===== src/rtl/dma_ctrl.sv =====
// dma_ctrl: word-at-a-time DMA between DRAM req/ack port and SRAM port, stalling the core while busy.
module dma_ctrl #(
  parameter int WORD_BYTES = 4,
  parameter int WIDTH_BITS = 10
) (
  input  logic                  clk,
  input  logic                  reset,
  input  logic [1:0]            cmd,
  input  logic [31:0]           srcAddress,
  input  logic [31:0]           dstAddress,
  input  logic [WIDTH_BITS-1:0] width,
  output logic                  stall,
  output logic                  valid,
  output logic                  sramOwn,
  output logic [31:0]           sramAddr,
  output logic                  sramWriteEnable,
  output logic [31:0]           sramWriteData,
  input  logic [31:0]           sramReadData,
  output logic [31:0]           dramAddr,
  output logic                  dramReadReq,
  output logic                  dramWriteReq,
  output logic [31:0]           dramWriteData,
  input  logic [31:0]           dramReadData,
  input  logic                  dramAck
);
  typedef enum logic [2:0] {IDLE, D2S_RD, D2S_WR, S2D_RD, S2D_WR, DONE} state_t;
  localparam logic [31:0] INC = 32'(WORD_BYTES);
  localparam logic [WIDTH_BITS-1:0] ONE = 1;
  state_t state, state_nx;
  logic [31:0] src, dst, data;
  logic [WIDTH_BITS-1:0] count;
  logic accept, step, last;
  assign accept = (state == IDLE) && (cmd == 2'b01 || cmd == 2'b10);
  assign step = (state == D2S_WR) || (state == S2D_WR && dramAck);
  assign last = (count == ONE);
  always_comb begin
    state_nx = state;
    case (state)
      IDLE:    state_nx = !accept ? IDLE : (width == '0) ? DONE : (cmd == 2'b01) ? D2S_RD : S2D_RD;
      D2S_RD:  state_nx = dramAck ? D2S_WR : D2S_RD;
      D2S_WR:  state_nx = last ? DONE : D2S_RD;
      S2D_RD:  state_nx = S2D_WR;
      S2D_WR:  state_nx = !dramAck ? S2D_WR : last ? DONE : S2D_RD;
      default: state_nx = IDLE;
    endcase
  end
  always_ff @(posedge clk or posedge reset) begin
    if (reset) begin
      state <= IDLE;
      src   <= '0;
      dst   <= '0;
      data  <= '0;
      count <= '0;
    end else begin
      state <= state_nx;
      if (accept) begin
        src   <= srcAddress;
        dst   <= dstAddress;
        count <= width;
      end
      if (state == D2S_RD && dramAck) data <= dramReadData;
      if (state == S2D_RD) data <= sramReadData;
      if (step) begin
        src   <= src + INC;
        dst   <= dst + INC;
        count <= count - ONE;
      end
    end
  end
  // Every output is a decode of the state flop, so stall is registered and reset clears all at once.
  assign stall           = (state != IDLE) && (state != DONE);
  assign sramOwn         = stall;
  assign valid           = (state == DONE);
  assign dramReadReq     = (state == D2S_RD);
  assign dramWriteReq    = (state == S2D_WR);
  assign sramWriteEnable = (state == D2S_WR);
  assign dramAddr        = dramReadReq ? src : dramWriteReq ? dst : '0;
  assign sramAddr        = sramWriteEnable ? dst : (state == S2D_RD) ? src : '0;
  assign sramWriteData   = sramWriteEnable ? data : '0;
  assign dramWriteData   = dramWriteReq ? data : '0;
endmodule


===== config.mk =====
export PLATFORM = sky130hd
export DESIGN_NAME = dma_ctrl
export DESIGN_NICKNAME = d
export VERILOG_FILES = /design/src/rtl/dma_ctrl.sv
export SDC_FILE = /design/constraint.sdc
export NUM_CORES = 1
export LEC_CHECK = 0
export ABC_AREA = 1
export CORE_MARGIN = 2
export CORE_UTILIZATION = 41
export CTS_CLUSTER_DIAMETER = 80
export DETAILED_ROUTE_END_ITERATION = 16
export HOLD_SLACK_MARGIN = 0.02
export PLACE_DENSITY_LB_ADDON = 0.08
export RECOVER_POWER = 25
export SKIP_LAST_GASP = 1
export SLEW_MARGIN = 40
export SYNTH_ARGS = -nofsm -noshare
export SYNTH_HDL_FRONTEND = slang
export SYNTH_SLANG_ARGS = --single-unit
export TNS_END_PERCENT = 30

===== constraint.sdc =====
create_clock -name clk -period 3.55 [get_ports clk]
set_clock_uncertainty 0.2 [all_clocks]
set_input_delay 0.355 -clock clk [delete_from_list [all_inputs] [get_ports clk]]
set_output_delay 0.355 -clock clk [all_outputs]
set_load 0.01 [all_outputs]

==> results.py <==
metrics = {
    "drt": {
        "drc": 0,
        "via_per_inst": 5.305,
        "num_vias": 8949,
        "detailedRoute.firstPassIterationCount": 5,
        "initialDrtViolationCount": 687,
        "antenna_violation_net_count_after_detailed_routing": 0,
        "wl_met3_um": 1934,
        "post_drt_wl_per_cell_um": 16.42,
        "wl_met1_um": 12120,
        "route.top_layer_used": "met4",
        "final_routed_wirelength_um": 27700,
        "met2RoutedLength_um": 12760,
    },
    "sta": {
        "worst_hold_margin_ns": 0.2543,
        "worstMarginPinSlew_ns": 1.520,
        "finalHoldViolations": 0,
        "final_critical_path_setup_slack_ns": 0.4429,
        "timing_max_transition_violations_final": 34,
        "setup_viol_count_final": 0,
        "period_minus_slack_ns": 3.107,
        "timing.fmax_mhz": 321.8,
        "fin_setup_tns_ns": 0,
        "rsz_0062_raised_after_global_routing": "no",
        "min_period_over_period": 0.8752,
        "relSlewSlack": -0.01921,
    },
    "pwr": {
        "p_per_area_nw_per_um2": 798.3,
        "power_leakage_nw": 4.779,
        "worst_ir_drop_on_vdd_uv": 397.7,
        "overall_power_after_layout_mw": 8.666,
    },
    "layout": {
        "synthToLayoutAreaGrowth_pct": 42.04,
        "drive_gt1_frac": 0.03224,
        "finalInstanceArea_um2": 10860,
        "finish.utilization": 0.5982,
        "regArea_um2": 2728,
        "diodes": 0,
        "post_layout_nonfiller_instances": 1687,
        "multi_input_logic_area_um2": 4078,
        "final_net_count": 1601,
        "fill_cells": 1784,
    },
    "synthesis": {
        "synth_flop_cell": "dfrtp_1",
        "synth_enable_flop_cells": 0,
        "postSynth.asyncResetShare": 1.000,
        "synth-warning-count": 0,
        "synth_seq_area_share": 0.3569,
        "synth_cell_type_count": 29,
        "synthesis.area_um2": 7642,
        "syn_avg_cell_area_um2": 6.316,
        "yosys_register_bits": 109,
        "syn_inst": 1210,
        "net_count_after_synthesis": 1358,
    },
    "clock_network": {
        "hold_buffer_count_at_cts": 0,
        "htree_levels": 3,
        "cts_resizes": 0,
        "cts_made_buffers": 9,
        "cts_tree": "done",
        "clock_tree.buffer_depth": 2,
        "clk_latency_ns": 0.36,
        "clkSinkCount": 109,
        "postCtsSetupRepairBufs": 0,
        "clock-root-buffer": "clkbuf_16",
        "cts.clk_slew.worst_paths_ns": 0.07,
    },
    "global_route": {
        "grt.total_usage": 0.2826,
        "grt_first_pass_wirelength_um": 44310,
        "grt.overflow.total": 0,
        "initial_antenna_violation_count": 0,
        "vias_in_the_first_global_route": 8421,
        "grt_start_max_net_pins": 78,
    },
    "status": {
        "status": "complete, but fails checks",
        "violations": "capacitance limit, slew limit",
    },
    "worst_setup_path": {
        "crit_path_cell_trace": "inv_2, nand2_1, nor2_1, inv_1, buf_4, o22ai_1, clkdlybuf4s50_1",
        "required_ns": 2.99,
        "cpPeakStageDelay_ns": 0.63,
        "crit_fanout": 17,
        "crit_type": "flip-flop to output pin",
        "worst_setup_path_start_kind": "flip-flop",
        "worst_path_max_delay_cell": "clkdlybuf4s50_1",
        "critical_path_buf_inv_count": 4,
        "nature_of_the_critical_path_endpoint": "output pin",
        "timing.critical_path.arrival_ns": 2.55,
        "ff2ff_setup_slack_ns": 0.84,
        "critical-path-top-delay-family": "buffers and inverters",
    },
    "run": {
        "max_cap_viol_count": 1,
    },
    "place": {
        "dp_hpwl_um": 20560,
        "numPlacedInstances": 1671,
        "buffer_ports.inserted": 276,
        "placement.cell_area_um2": 10530,
        "post-place-ws_ns": 0.6244,
        "routabilityCongestion": 0.9716,
    },
    "die": {
        "rows": 49,
        "core_area_um2": 18150,
        "die-area_um2": 19750,
        "x_dimension_of_the_die_um": 140.5,
        "die_h_um": 140.5,
        "initial_standard_cell_utilization_of_the_core": 0.4211,
        "num_io_pins": 277,
    },
    "min_path": {
        "min-delay-path-class": "flip-flop to flip-flop",
    },
}
sequential cells by signal, summed over array words and instances, names as in the netlist:
name   cells
src       32
dst       32
count     10
state      3
data      32
logic make-up (layout without fill, tap and decap cells):
logic type      after synthesis  count (layout)  share of synthesized area
flops                       109             109                     0.3569
compound gates              172             172                     0.1372
fa+ha+maj                     5               5                   0.008186
simple gates                722             722                     0.3829
buf+inv                     198             446                     0.1102
xor+xnor                      4               4                   0.004584
cell type report:
class,count,area share
timing repair buffer,291,0.2672
multi-input combinational,903,0.3756
clock inverter,6,0.01026
tap,229,0.02639
clock buffer,10,0.02109
sequential,109,0.2513
inverter,139,0.04818
metal layers:
metal  GRT usage  vias to the layer above
met5           0                        -
met4      0.1063                        0
met3     0.04205                       52
met2      0.4623                      357
met1      0.3806                     4150
li1            -                     4390
where the power goes:
| part | internal, mW | switching (mW) | total (mW) |
|---|---|---|---|
| logic | 2.06 | 3.01 | 5.07 |
| registers | 1.86 | 0.542 | 2.41 |
| clock network | 0.691 | 0.499 | 1.19 |
| total | 4.61 | 4.06 | 8.67 |
placed cells by master (no fill, tap or decap), drive strengths merged, types with 11 or more instances in the layout:
master,count
a21oi,30
a31oi,32
buf,14
clkbuf,11
clkdlybuf4s50,275
dfrtp,109
inv,138
nand2,363
nand3,122
nor2,225
o211ai,24
o21ai,19
o22ai,64
path summary, 6_finish.rpt:
kind	from	to	cells past startpoint
max	state[1]$_DFF_PP0_	dramAddr[31]	7
min	count[2]$_DFFE_PP0P_	count[2]$_DFFE_PP0P_	1
max reg2reg	state[0]$_DFF_PP0_	state[0]$_DFF_PP0_	6
min reg2reg	count[2]$_DFFE_PP0P_	count[2]$_DFFE_PP0P_	1
max in group asynchronous	reset	count[3]$_DFFE_PP0P_	3
min in group asynchronous	reset	data[27]$_DFFE_PP0P_	2
synth_stat cells, types with 5 or more instances:
cell      instances  area share
nand2_1         360        0.18
nor2_1          221        0.11
inv_1           133       0.065
nand3_1         121       0.079
dfrtp_1         109        0.36
o22ai_1          64       0.052
a31oi_1          32       0.026
a21oi_1          30       0.020
o211ai_1         24       0.024
clkbuf_1         20      0.0098
buf_2            19       0.012
o21ai_0          18       0.012
buf_4            10      0.0098
inv_2             6      0.0029
nor3_1            6      0.0039
buf_1             5      0.0025
buf_6             5      0.0074
ha_1              5      0.0082
Power figures use the tool's default switching activity.
